[config.mk]
export PLATFORM = sky130hd
export DESIGN_NAME = voxel_rmw_sequencer
export DESIGN_NICKNAME = d
export VERILOG_FILES = /design/src/rtl/lidar_voxel_pkg.sv /design/src/rtl/voxel_update_alu.sv /design/src/rtl/voxel_rmw_sequencer.sv
export SDC_FILE = /design/constraint.sdc
export NUM_CORES = 1
export LEC_CHECK = 0
export CORE_MARGIN = 2
export CORE_UTILIZATION = 40
export DETAILED_ROUTE_END_ITERATION = 6
export MAX_ROUTING_LAYER = met4
export PLACE_DENSITY = 0.73
export SLEW_MARGIN = 20
export SYNTH_ARGS = -nofsm -noshare
export SYNTH_HDL_FRONTEND = slang
export SYNTH_SLANG_ARGS = --single-unit
[constraint.sdc]
create_clock -name clk -period 2.16 [get_ports clk]
set_input_delay 0.324 -clock clk [delete_from_list [all_inputs] [get_ports clk]]
set_output_delay 0.324 -clock clk [all_outputs]
set_load 0.005 [all_outputs]
[src/rtl/lidar_voxel_pkg.sv]
// Shared definitions for the LiDAR voxel pipeline: voxel word layout,
// count saturation value and the read-modify-write sequencer states.
package lidar_voxel_pkg;

    localparam int CNT_MSB = 31;
    localparam int CNT_LSB = 16;
    localparam int INT_MSB = 15;
    localparam int INT_LSB = 0;

    localparam logic [15:0] CNT_SAT = 16'hFFFF;

    typedef enum logic [2:0] {
        IDLE    = 3'd0,
        RD_REQ  = 3'd1,
        RD_WAIT = 3'd2,
        WR_REQ  = 3'd3,
        WR_WAIT = 3'd4
    } seq_state_t;

endpackage

[src/rtl/voxel_update_alu.sv]
// Combinational voxel word update: bumps the saturating point count and
// keeps the larger of the stored and incoming intensities.
module voxel_update_alu
    import lidar_voxel_pkg::*;
(
    input  logic [31:0] old_word,
    input  logic [15:0] intensity,
    output logic [31:0] new_word
);

    logic [15:0] old_cnt;
    logic [15:0] old_int;
    logic [15:0] new_cnt;
    logic [15:0] new_int;

    // Split the word, saturate the count, take the unsigned maximum intensity.
    always_comb begin
        old_cnt  = old_word[CNT_MSB:CNT_LSB];
        old_int  = old_word[INT_MSB:INT_LSB];
        new_cnt  = (old_cnt == CNT_SAT) ? CNT_SAT : old_cnt + 16'd1;
        new_int  = (intensity > old_int) ? intensity : old_int;
        new_word = {new_cnt, new_int};
    end

endmodule

[src/rtl/voxel_rmw_sequencer.sv]
// Serialized read-modify-write of voxel words through the cache manager.
// One point at a time: read the word, update count/max intensity, write it
// back. A wait-state timer drops the point if the cache manager stalls.
module voxel_rmw_sequencer
    import lidar_voxel_pkg::*;
#(
    parameter int ADDR_W         = 15,
    parameter int DATA_W         = 32,
    parameter int TIMEOUT_CYCLES = 64,
    parameter int STAT_W         = 32
) (
    input  logic              clk,
    input  logic              rst,
    input  logic              pt_valid,
    output logic              pt_ready,
    input  logic [ADDR_W-1:0] pt_voxel_addr,
    input  logic [15:0]       pt_intensity,
    output logic [ADDR_W-1:0] cm_voxel_addr,
    output logic [DATA_W-1:0] cm_data_wr,
    output logic              cm_read_en,
    output logic              cm_write_en,
    input  logic [DATA_W-1:0] cm_data_rd,
    input  logic              cm_ready,
    output logic              busy,
    output logic              timeout_err,
    output logic [STAT_W-1:0] points_done
);

    localparam int TMR_W = (TIMEOUT_CYCLES > 1) ? $clog2(TIMEOUT_CYCLES) : 1;

    seq_state_t        state;
    seq_state_t        next_state;

    logic [ADDR_W-1:0] addr_q;
    logic [15:0]       int_q;
    logic [DATA_W-1:0] word_q;
    logic [TMR_W-1:0]  timer;
    logic [STAT_W-1:0] done_cnt;
    logic              err_q;

    logic              accept;
    logic              capture;
    logic              commit;
    logic              abort;
    logic              timer_clr;
    logic              timer_run;
    logic              timeout_hit;
    logic [31:0]       alu_word;

    voxel_update_alu u_alu (
        .old_word  (cm_data_rd),
        .intensity (int_q),
        .new_word  (alu_word)
    );

    assign timer_run   = (state == RD_WAIT) || (state == WR_WAIT);
    assign timeout_hit = (timer == TMR_W'(TIMEOUT_CYCLES - 1));

    // State register; reset returns to IDLE and abandons any point in flight.
    always_ff @(posedge clk) begin
        if (!rst) begin
            state <= IDLE;
        end else begin
            state <= next_state;
        end
    end

    // Next-state and request strobes; pt_ready is gated by reset so it stays low while held.
    always_comb begin
        next_state  = state;
        pt_ready    = 1'b0;
        cm_read_en  = 1'b0;
        cm_write_en = 1'b0;
        accept      = 1'b0;
        capture     = 1'b0;
        commit      = 1'b0;
        abort       = 1'b0;
        timer_clr   = 1'b0;
        case (state)
            IDLE: begin
                pt_ready = rst;
                if (pt_valid && rst) begin
                    accept     = 1'b1;
                    next_state = RD_REQ;
                end
            end
            RD_REQ: begin
                cm_read_en = 1'b1;
                timer_clr  = 1'b1;
                next_state = RD_WAIT;
            end
            RD_WAIT: begin
                if (cm_ready) begin
                    capture    = 1'b1;
                    next_state = WR_REQ;
                end else if (timeout_hit) begin
                    abort      = 1'b1;
                    next_state = IDLE;
                end
            end
            WR_REQ: begin
                cm_write_en = 1'b1;
                timer_clr   = 1'b1;
                next_state  = WR_WAIT;
            end
            WR_WAIT: begin
                if (cm_ready) begin
                    commit     = 1'b1;
                    next_state = IDLE;
                end else if (timeout_hit) begin
                    abort      = 1'b1;
                    next_state = IDLE;
                end
            end
            default: begin
                next_state = IDLE;
            end
        endcase
    end

    // Point latch, updated word, wait timer, sticky error and completion counter.
    always_ff @(posedge clk) begin
        if (!rst) begin
            addr_q   <= '0;
            int_q    <= '0;
            word_q   <= '0;
            timer    <= '0;
            done_cnt <= '0;
            err_q    <= 1'b0;
        end else begin
            if (accept) begin
                addr_q <= pt_voxel_addr;
                int_q  <= pt_intensity;
            end
            if (timer_clr) begin
                timer <= '0;
            end else if (timer_run) begin
                timer <= timer + 1'b1;
            end
            if (capture) begin
                word_q <= alu_word;
            end
            if (commit) begin
                done_cnt <= done_cnt + 1'b1;
            end
            if (abort) begin
                err_q <= 1'b1;
            end
        end
    end

    assign cm_voxel_addr = addr_q;
    assign cm_data_wr    = word_q;
    assign busy          = (state != IDLE);
    assign timeout_err   = err_q;
    assign points_done   = done_cnt;

endmodule

* After elaboration in Yosys (flattened, before gate mapping)
Cells that the tools add are included.
** Word-level totals
- Register bits after elaboration :: 105
- Latch bits :: 0
- Memory bits (writable) :: 0
- Memory bits (read-only) :: 0
- Bits of input ports :: 67
- Logic and storage cells :: 45
- Memories kept :: 0
** Operators by class
- Add/subtract/negate cells :: 3
- Multiply operators :: 0
- Div/mod/pow operators :: 0
- Order comparisons :: 1
- Eq/ne operators :: 7
- Shift operators :: 0
- Muxes and demuxes :: 19
- Bitwise operators :: 1
- Reductions and logical operators :: 7
** Operators by type and width (number)
- 32-bit by 1-bit adder with 32-bit output (second input constant) :: 1
- 16-bit two-way mux :: 2
- 16-bit by 1-bit adder with 16-bit output (second input constant) :: 1
- 16-bit equality test (second input constant) :: 1
- 16-bit greater-than comparator :: 1
- 3-bit one-hot mux with 5 select lines :: 1
- 1-bit two-way mux :: 12
- 3-bit two-way mux :: 4
- 6-bit by 1-bit adder with 6-bit output (second input constant) :: 1
- 3-bit by 2-bit equality test with 1-bit output (second input constant) :: 2
- 6-bit equality test (second input constant) :: 1
- 2-bit OR reduction :: 3
- 3-bit by 1-bit equality test with 1-bit output (second input constant) :: 1
- 3-bit equality test (second input constant) :: 1
- 3-bit zero test :: 1
- 3-bit nonzero test :: 1
- 2-bit != test (second input constant) :: 1
- 1-bit logical AND :: 1
- 1-bit logical OR :: 1
- 1-bit NOT :: 1

* Logic depth before layout (Yosys ltp)
Gate-level depths: netlist (run 1).
- Word-level depth :: 4
- Mapped depth :: 10
- Gate-level depth less buffers :: 8

* Modules after synthesis
From an unflattened synthesis (run 1), not the netlist that was laid out.
** Second synthesis, totals
- Cells, all modules :: 711
- Area, all modules :: 5571.6 um2
** Modules (own cells, without submodules)
- voxel_rmw_sequencer :: instances 1, cells each 518, area an instance 4262.8 um2, seq. area each 2102.0 um2
- voxel_update_alu :: instances 1, cells each 193, area an instance 1308.8 um2, seq. area each 0.0 um2

* Worst setup path before layout (run 1)
OpenSTA, ideal clock, no wires.
- Kind :: input-to-reg
- Start :: input cm_data_rd[1]
- End :: register word_q[10], in the netlist cm_data_wr[10]
- Setup time :: 0.074 ns
- Arrival time :: 2.061 ns
- Required time :: 2.086 ns
- Path slack :: 0.025 ns
- Cell stages on the path :: 9
- Buffers on the path :: 1
- Cell sequence :: inv_1 > ha_1 > nor2b_1 > o211ai_1 > a21oi_1 > o31ai_1 > clkbuf_1 > nand3_1 > a31oi_1
** Between the ends
- Cells in the longest elaborated chain, start to end :: 2
** Ends and longest elaborated chain
- from (decl) :: line voxel_rmw_sequencer.sv:22 : input logic [DATA_W-1:0] cm_data_rd,
- 16-bit greater-than comparator :: line voxel_update_alu.sv:21 : new_int = (intensity > old_int) ? intensity : old_int;
- 16-bit two-way mux :: line voxel_update_alu.sv:21
- to (signal assigned) :: line voxel_rmw_sequencer.sv:141 : word_q <= alu_word;
- to (decl) :: line voxel_rmw_sequencer.sv:36 : logic [DATA_W-1:0] word_q;
No other way between the ends.
A chain may end at the register's enable or synchronous reset.

* Worst setup path after layout (run 1)
- Start :: register int_q[14]
- End :: register word_q[15], in the netlist cm_data_wr[15]
** Between the ends
- Cells in the longest elaborated chain, start to end :: 2
** Ends and longest elaborated chain
- from (decl) :: line voxel_rmw_sequencer.sv:35 : logic [15:0] int_q;
- from (signal assigned) :: line voxel_rmw_sequencer.sv:133 : int_q <= pt_intensity;
- 16-bit greater-than comparator :: line voxel_update_alu.sv:21
- 16-bit two-way mux :: line voxel_update_alu.sv:21
No other way between the ends.

==> key figures, run 1 <==
Status
  – Status: complete, but fails checks
  – Failing checks: setup timing

CTS
  – Clock latency at the later pin of the worst-skew pair: 360 ps
  – H-tree level count: 3
  – Clock Sinks: 105
  – Clock buffer depth: 2
  – Clk slew on worst S/H paths: 70 ps
  – Hold_buf cts: 0
  – CTS root buf: clkbuf_16
  – CTS tree: built
  – TritonCTS Buffers: 9

Worst setup path
  – Crit-path cells: ha_4, nand4_1, buf_4, nor4_4, buf_4, nor3_4, o31a_1, buf_4, o21ai_0, a31oi_1
  – Worst setup SP type: flip-flop
  – Worst Path Required: 2440 ps
  – Critical-path top delay cell: dfxtp_1
  – Crit-path max cell delay: 410 ps
  – Worst setup EP type: flip-flop
  – Arrival @ worst endpoint: 2460 ps
  – Crit Path Max Fanout: 6
  – WS Path Type: reg -> reg
  – Critical Path Most Common Cell: buf_4

STA
  – Final WS setup: -21.6 ps
  – Final Skew: 8.37 ps
  – Fin crit share: 101%
  – Hold Fails Final Rpt: 0
  – Tmin final: 2180 ps
  – Setup violations, final: 3
  – FMAX: 458 MHz
  – Worst-margin pin slew: 495 ps
  – Slew Limit Fails: 0
  – Max transition margin: 67.0%

Die
  – Die Area: 13100 um^2
  – I/O Pins: 151
  – Chip width: 115 um
  – Total core area: 12000 um^2
  – # rows: 40
  – Initial core utilization: 40.9%
  – Die height: 115 um

Global route
  – Largest net degree at the start of global routing: 63
  – Vias in the first global route: 4517
  – Global-route wire length before repair: 20900 um
  – Initial antenna violation count: 0
  – GRT Total Usage: 20.5%
  – Total congestion overflow: 0

Routing
  – Detailed Route Iter0 Violations: 305
  – Antenna Nets Post-Route: 0
  – Routed len/inst: 15.5 um
  – Vias per inst: 5.35
  – Routed WL: 14600 um
  – Top layer in use: met4
  – DRC: 0
  – WL met3: 1070 um
  – Drt first pass iters: 6
  – Wl on met1: 6120 um
  – Number of vias after detailed routing: 5049
  – WL met2: 6930 um

Layout
  – Layout Utilization: 63.2%
  – Fin area: 7560 um^2
  – Layout cells sized above 1: 16.0%
  – Final net count: 877
  – Ant diodes: 0
  – Layout area overhead: 54.7%
  – Commonest non-fill, non-tap cells in the layout: 133 x clkdlybuf4s50_1, 103 x dfxtp_1, 89 x nand2_1, 72 x o21ai_0, 60 x buf_4
  – Most common cell after layout, fill and taps aside: clkdlybuf4s50_1

Place
  – Placed Area: 6860 um^2
  – Dpl hpwl: 9550 um
  – Final GP Congestion: 0.875
  – Port-buffer cells: 150

Power
  – P_leak: 3.06 nW
  – Worst IR drop on VDD: 373 uV
  – Power density over cell area: 663 nW/um^2

Synth
  – Post-Synthesis Cells: 598
  – YS warnings: 0
  – Synthesized flop and latch total: 105
  – Mapped Nets: 684
  – Sequential element share of the synthesized area: 43.0%
  – Post-Syn Area: 4890 um^2
  – Synth unique cells: 38
  – Syn avg cell area: 8.17 um^2

Hold path
  – Worst hold path type: in -> reg

Job
  – Max Cap Viol: 0
## through the flow
stage	power [W]	hold WS [ps]	cells	setup WS, ps	setup TNS (ps)
after floorplan	0.00260	414	598	25.1	0
after global placement	0.00311	443	913	-311	-7970
after detailed placement	0.00314	449	913	-403	-10450
after CTS	0.00493	470	929	-1.99	-1.99
after global routing	0.00524	313	943	-91.6	-621
final	0.00501	291	943	-21.6	-26.0
## worst paths after layout
path	from	endpoint	slack, ps	cells after the start
max	int_q[14]	cm_data_wr[15]	-20	10
max reg2reg	int_q[14]	cm_data_wr[15]	-20	10
min	cm_data_rd[2]	cm_data_wr[2]	290	3
min reg2reg	cm_voxel_addr[10]	cm_voxel_addr[10]	470	2
## Yosys cell counts
library cell	n	area, um^2
dfxtp_1	105	2100
or2_2	4	25.0
buf_4	1	7.51
a21boi_1	3	22.5
and4bb_1	1	12.5
and2_1	27	169
o31a_1	1	8.76
nor4_1	1	6.26
nor4b_1	2	17.5
xnor2_1	22	193
a21boi_0	4	30.0
o21ai_0	88	440
or4_1	2	15.0
a31oi_1	17	106
clkbuf_1	29	109
nand4_1	14	87.6
nor2_1	22	82.6
xor2_1	23	201
nand2b_1	1	6.26
a21oi_1	24	120
nand3_1	32	160
nor2b_1	6	37.5
nor3b_1	1	7.51
or3_1	8	50.1
buf_2	4	20.0
inv_1	23	86.3
o41a_1	1	11.3
and4_1	2	17.5
o211ai_1	1	7.51
nand4_4	1	21.3
o31ai_1	1	7.51
nand2_1	89	334
mux2i_1	2	20.0
nor3_2	2	20.0
ha_1	19	238
nor3_1	7	35.0
a221oi_1	1	8.76
and3_1	7	43.8
## power breakdown
group	switching (W)	total, W	internal [W]
Clock	0.000739	0.00177	0.00103
Combinational	0.000482	0.00106	0.000574
Sequential	0.000109	0.00219	0.00208
## cell type report
class	count	area [um^2]
inverters	23	86.3
multi-input cells	437	2800
fillers	948	4400
clock inverters	3	46.3
clock buffers	13	280
well taps	147	184
repair buffers	215	2060
flip-flops and latches	105	2100
## cells by family after synthesis
group	share of synthesized area [%]
xor+xnor	8.06
compound gates	15.6
fa+ha+maj	4.86
buf+inv	4.56
mux	0.410
simple gates	23.5
flops	43.0
## what timing repair did
action,4_1_cts,5_1_grt
setup buffers,0,10
pin swaps,0,21
cloned,0,4
gates resized for setup,5,72
endpoints found under the setup margin,7,20
## metal layers
layer | global-route usage [%] | vias up
met3 | 4.82 | 44
met2 | 31.9 | 202
met5 | - | -
met4 | 9.84 | 0
li1 | - | 2442
met1 | 24.9 | 2361
## flip-flops by register name, indices dropped and copies added (netlist names)
register       cells
cm_data_wr        32
state              3
timeout_err        1
int_q             16
timer              6
cm_voxel_addr     15
points_done       32
## worst max-delay path, delay by kind of cell, from the launching register on
family | cells | cell delay [ps]
AOI/OAI and AO/OA | 3 | 570
DFF | 1 | 410
buffers and inverters | 3 | 480
and+or+nand+nor | 3 | 400
adders and majority gates | 1 | 240
(Power assumes the default switching activity.)
==> run 2: changes to the inputs <==
==> constraint.sdc (replaced) <==
create_clock -name clk -period 2.16 [get_ports clk]
set_input_delay 0.648 -clock clk [delete_from_list [all_inputs] [get_ports clk]]
set_output_delay 0.648 -clock clk [all_outputs]
set_load 0.005 [all_outputs]
==> key figures, run 2 (synthesis gave the netlist of run 1 again) <==
Die
  – I/O Pins: 151 (unchanged)
  – # rows: 40 (unchanged)
  – Die height: 115 um (unchanged)
  – Initial core utilization: 40.9% (unchanged)
  – Total core area: 12000 um^2 (unchanged)
  – Die Area: 13100 um^2 (unchanged)
  – Chip width: 115 um (unchanged)

Layout
  – Final net count: 897 (+2.3%)
  – Commonest non-fill, non-tap cells in the layout: 128 x clkdlybuf4s50_1, 101 x dfxtp_1, 89 x nand2_1, 73 x buf_4, 71 x o21ai_0
  – Layout cells sized above 1: 22.9% (+7.0 points)
  – Multi-input gate area: 2940 um^2 (+4.8%)
  – Most common cell after layout, fill and taps aside: clkdlybuf4s50_1
  – Layout area overhead: 60.0%
  – Number of fill cells: 961 (+1.4%)
  – Layout Utilization: 65.4% (+2.1 points)
  – Seq. cell area: 2110 um^2 (+0.36%)

Job
  – Max Cap Viol: 0 (unchanged)

STA
  – RSZ-0062 raised after global routing: true
  – Slew Limit Fails: 0 (unchanged)
  – Final Skew: 5.64 ps (-2.73 ps)
  – Hold Fails Final Rpt: 0 (unchanged)
  – Worst-margin pin slew: 379 ps (-116 ps)
  – FMAX: 477 MHz (+4.0%)
  – Max transition margin: 74.7% (+7.8 points)
  – Hold_ws: 465 ps (+174 ps)
  – Setup violations, final: 0 (-3)
  – Fin crit share: 97.1% (-3.9 points)
  – Tmin final: 2100 ps (-84.5 ps)
  – Final WS setup: 62.9 ps (+84.5 ps)

Routing
  – Antenna Nets Post-Route: 0 (unchanged)
  – DRC: 0 (unchanged)
  – Drt first pass iters: 4 (-2)
  – Detailed Route Iter0 Violations: 244 (-20%)
  – Vias per inst: 5.12 (-4.5%)
  – Routed len/inst: 14.5 um (-6.3%)
  – Number of vias after detailed routing: 4931 (-2.3%)
  – Routed WL: 14000 um (-4.2%)

CTS
  – Clock latency at the later pin of the worst-skew pair: 350 ps (about the same)
  – TritonCTS Buffers: 9 (unchanged)
  – Clock Sinks: 105 (unchanged)
  – H-tree level count: 3 (unchanged)
  – Hold_buf cts: 0 (unchanged)
  – Clk slew on worst S/H paths: 70 ps (about the same)
  – CTS tree: built
  – CTS root buf: clkbuf_16
  – Clock buffer depth: 2 (unchanged)

Worst setup path
  – WS Path Type: in -> reg
  – Worst Path Required: 2430 ps (about the same)
  – Worst setup SP type: input port
  – Arrival @ worst endpoint: 2370 ps (-90 ps)
  – Crit-path cells: buf_6, inv_4, ha_4, nand4_1, buf_4, nor3_4, o31a_1, buf_6, o21ai_1, a31oi_1
  – Critical Path Most Common Cell: buf_6
  – Worst setup EP type: flip-flop
  – Critical-path top delay cell: o31a_1
  – Crit-path max cell delay: 290 ps (-120 ps)
  – Crit Path Max Fanout: 5 (-1)

Global route
  – Initial antenna violation count: 1 (+1)
  – Total congestion overflow: 0 (unchanged)
  – Global-route wire length before repair: 22200 um (+6.2%)
  – GRT Total Usage: 21.5% (+1.1 points)
  – Largest net degree at the start of global routing: 101 (+60%)
  – Vias in the first global route: 4852 (+7.4%)

Place
  – Port-buffer cells: 150 (unchanged)
  – Dpl hpwl: 9800 um (+2.7%)
  – Post-place setup slack: -951 ps (-548 ps)
  – Final GP Congestion: 0.831 (-5.0%)

Status
  – Status: finished, final reports clean

Hold path
  – Worst hold path type: reg -> reg

Power
  – Worst IR drop on VDD: 508 uV (+36%)
  – P_leak: 3.08 nW (+0.77%)
  – Power density over cell area: 624 nW/um^2 (-5.8%)
-- run 2: changes by cell type in the layout (fill, tap and decap cells not counted), moves of 4 or more --
cell	previous run	this run
clkbuf_2	0	6
buf_6	2	15
nand3_2	3	13
nand3_1	29	19
inv_1	16	10
dlymetal6s2s_1	16	2
buf_4	60	73
dlygate4sd2_1	0	4
clkdlybuf4s50_1	133	128
-- run 2: cell type report --
cell class | instances | share of cell area (%)
timing repair buffer | 235 | 28.1
antenna | 1 | 0.0320
multi-input combinational | 437 | 37.6
clock inverter | 4 | 0.336
sequential | 105 | 27.0
clock buffer | 12 | 3.28
inverter | 23 | 1.30
tap | 147 | 2.35
-- run 2: path summary, 6_finish.rpt --
| check | startpoint | slack [ps] | depth (start not counted) | to |
|---|---|---|---|---|
| worst max-delay path | cm_data_rd[15] | 60 | 10 | cm_data_wr[0] |
| worst min-delay path | cm_voxel_addr[2] | 460 | 2 | cm_voxel_addr[2] |
| worst max register to register | int_q[15] | 70 | 8 | cm_data_wr[0] |
| worst min register to register | cm_voxel_addr[2] | 460 | 2 | cm_voxel_addr[2] |
-- run 2: layer usage --
metal,vias up,global-route usage (%),routed length (um)
met1,2285,24.9,6000
met5,-,-,0
met2,144,36.1,7050
met3,22,5.35,709
li1,2480,-,-
met4,0,7.80,217
-- run 2: worst max-delay path, delay by kind of cell --
family / cells / cell delay, ps
adders and majority gates: 1 / 250
buffers and inverters: 4 / 490
AOI/OAI and AO/OA: 3 / 530
and+or+nand+nor: 2 / 440
-- run 2: what timing repair did --
item                                    CTS  global route
setup buffers                             9             3
gates resized for setup                  66            70
gates cloned                              3             0
endpoints found under the setup margin   39            20
pin swaps                                26            21
-- run 2: report_power, final --
group	leakage, nW	switching (W)	total [W]	internal (W)
sequential	0.856	0.000128	0.00221	0.00208
combinational	2.08	0.000488	0.00110	0.000616
clock	0.139	0.000720	0.00157	0.000846
-- run 2: metrics by stage --
stage | power (W) | area [um^2] | setup TNS (ps) | instances
after floorplan | 0.00266 | 5110 | -188 | 598
after global placement | 0.00319 | 7170 | -24110 | 932
after detailed placement | 0.00323 | 7170 | -26290 | 932
after CTS | 0.00487 | 7700 | 0 | 960
after global routing | 0.00511 | 7820 | -66.1 | 964
final | 0.00488 | 7820 | 0 | 964
==> run 3: changes to the inputs <==
--- a/config.mk
+++ b/config.mk
@@ -5,7 +5,6 @@
 export SDC_FILE = /design/constraint.sdc
 export NUM_CORES = 1
 export LEC_CHECK = 0
-export CORE_MARGIN = 2
 export CORE_UTILIZATION = 40
 export DETAILED_ROUTE_END_ITERATION = 6
 export MAX_ROUTING_LAYER = met4
==> key figures, run 3 (synthesis gave the netlist of run 1 again) <==
Die
  – I/O Pins: 151 (unchanged)
  – # rows: 40 (unchanged)
  – Chip width: 113 um (-1.7%)
  – Die height: 113 um (-1.7%)
  – Total core area: 12000 um^2 (unchanged)
  – Initial core utilization: 40.9% (unchanged)
  – Die Area: 12700 um^2 (-3.5%)

Worst setup path
  – Worst setup SP type: input port
  – Worst Path Required: 2390 ps (-40 ps)
  – Arrival @ worst endpoint: 2380 ps (about the same)
  – Worst setup EP type: flip-flop
  – Setup slack, reg-to-reg: 8 ps (-60 ps)
  – Crit Path Max Fanout: 8 (+3)
  – WS Path Type: in -> reg

STA
  – Fin crit share: 99.6% (+2.5 points)
  – Max transition margin: 63.2% (-12 points)
  – Final WS setup: 8.07 ps (-54.9 ps)
  – Final Skew: 8.61 ps (+2.97 ps)
  – Slew Limit Fails: 0 (unchanged)
  – Tmin final: 2150 ps (+54.9 ps)
  – Setup violations, final: 0 (unchanged)
  – Worst-margin pin slew: 551 ps (+172 ps)
  – Hold_ws: 464 ps (-0.926 ps)
  – Hold Fails Final Rpt: 0 (unchanged)
  – FMAX: 465 MHz (-2.6%)

Routing
  – Detailed Route Iter0 Violations: 259 (+6.1%)
  – Routed WL: 14200 um (+1.3%)
  – Routed len/inst: 14.7 um (+1.6%)
  – Number of vias after detailed routing: 5006 (+1.5%)
  – Drt first pass iters: 5 (+1)
  – DRC: 0 (unchanged)
  – Vias per inst: 5.21 (+1.8%)
  – Antenna Nets Post-Route: 0 (unchanged)

Place
  – Final GP Congestion: 0.889 (+6.9%)
  – Dpl hpwl: 9870 um (+0.69%)
  – Placed Area: 7150 um^2 (-0.24%)
  – Post-place setup slack: -945 ps (+6.31 ps)
  – Port-buffer cells: 150 (unchanged)

Power
  – Total design power: 0.00487 W (-0.31%)
  – Power density over cell area: 624 nW/um^2 (about the same)
  – Pint: 0.00348 W (-1.8%)
  – Combinational group share of total power: 22.6% (about the same)
  – P_leak: 3.06 nW (-0.75%)
  – Worst IR drop on VDD: 502 uV (-1.1%)
  – Switching Fraction: 28.4% (+1.1 points)
  – Switch Pwr: 0.00138 W (+3.5%)
  – Clock Power Share: 32.1% (about the same)
  – Sequential share of power: 45.3% (about the same)

Hold path
  – Worst hold path type: reg -> reg

Layout
  – Layout area overhead: 59.4%
  – Fin area: 7790 um^2 (-0.34%)
  – Ant diodes: 0 (-1)
  – Most common cell after layout, fill and taps aside: clkdlybuf4s50_1
  – Layout Utilization: 65.2% (-0.22 points)
  – Final net count: 895 (-0.22%)
  – Commonest non-fill, non-tap cells in the layout: 128 x clkdlybuf4s50_1, 97 x dfxtp_1, 89 x nand2_1, 82 x buf_4, 73 x o21ai_0
  – Layout cells sized above 1: 24.0% (+1.0 points)

CTS
  – TritonCTS Buffers: 9 (unchanged)
  – CTS tree: built
  – Clock buffer depth: 2 (unchanged)
  – Clock latency at the later pin of the worst-skew pair: 360 ps (about the same)
  – Clock Sinks: 105 (unchanged)
  – CTS root buf: clkbuf_16
  – H-tree level count: 3 (unchanged)
  – Clk slew on worst S/H paths: 70 ps (about the same)

Global route
  – Initial antenna violation count: 0 (-1)
  – GRT Total Usage: 23.0% (+1.5 points)
  – Vias in the first global route: 4934 (+1.7%)
  – Global-route wire length before repair: 22600 um (+1.8%)
  – Total congestion overflow: 0 (unchanged)
  – Largest net degree at the start of global routing: 63 (-38%)

Status
  – Status: finished, final reports clean

Job
  – Max Cap Viol: 0 (unchanged)
==> run 3: cell count changes in the layout (fill, tap and decap cells not counted), sizes merged <==
cell,delta
clkbuf,-9
buf,+5
clkinvlp,+2
inv,+2
clkinv,-1
diode,-1
dlygate4sd2,-1
dlymetal6s2s,-1
o31a,+1
==> run 3: through the flow <==
step,std cells,setup TNS (ps)
after floorplan,598,-188
after global placement,933,-23100
after detailed placement,933,-25540
after CTS,958,0
after global routing,961,-337
final,961,0
==> run 3: critical path, stage by stage <==
cell and delay, ps:
buf_6 70, inv_2 40, ha_4 260, nand4_1 180
nor4_4 430, nor3_4 100, buf_4 170, o31a_4 150
o21ai_1 220, a31oi_2 120
==> run 3: final cells by class <==
cell class                 instances  area [um^2]
clock buffer                       9          225
tap                              147          184
clock inverter                     7         53.8
multi-input combinational        438         3010
inverter                          23         96.3
sequential                       105         2110
fill                             957         4170
timing repair buffer             232         2120
==> run 3: power by group through the flow <==
stage	Clock [W]	Sequential, W	Combinational, W
2_1_floorplan	0	0.00221	0.000456
3_3_place_gp	0	0.00222	0.000965
3_5_place_dp	0	0.00222	0.000999
4_1_cts	0.00159	0.00219	0.00104
5_1_grt	0.00169	0.00222	0.00120
6_report	0.00156	0.00220	0.00110
==> run 3: worst paths after layout <==
path | start | to | depth (start not counted)
max | cm_data_rd[2] | cm_data_wr[11] | 10
min | cm_voxel_addr[7] | cm_voxel_addr[7] | 2
max reg2reg | int_q[15] | cm_data_wr[11] | 8
min reg2reg | cm_voxel_addr[7] | cm_voxel_addr[7] | 2
==> run 3: what timing repair did <==
action / CTS / global route
buffers inserted: 7 / 4
pin swaps: 24 / 22
cloned: 2 / 1
endpoints found under the setup margin: 38 / 21
hold buffers: 0 / 0
resized for setup: 96 / 49
==> run 3: per-layer routing <==
metal | wire, um | global-route usage [%] | vias up
li1 | - | - | 2483
met1 | 5950 | 26.4 | 2327
met2 | 7120 | 38.1 | 161
met3 | 680 | 5.24 | 35
met4 | 403 | 10.7 | 0
met5 | 0 | - | -
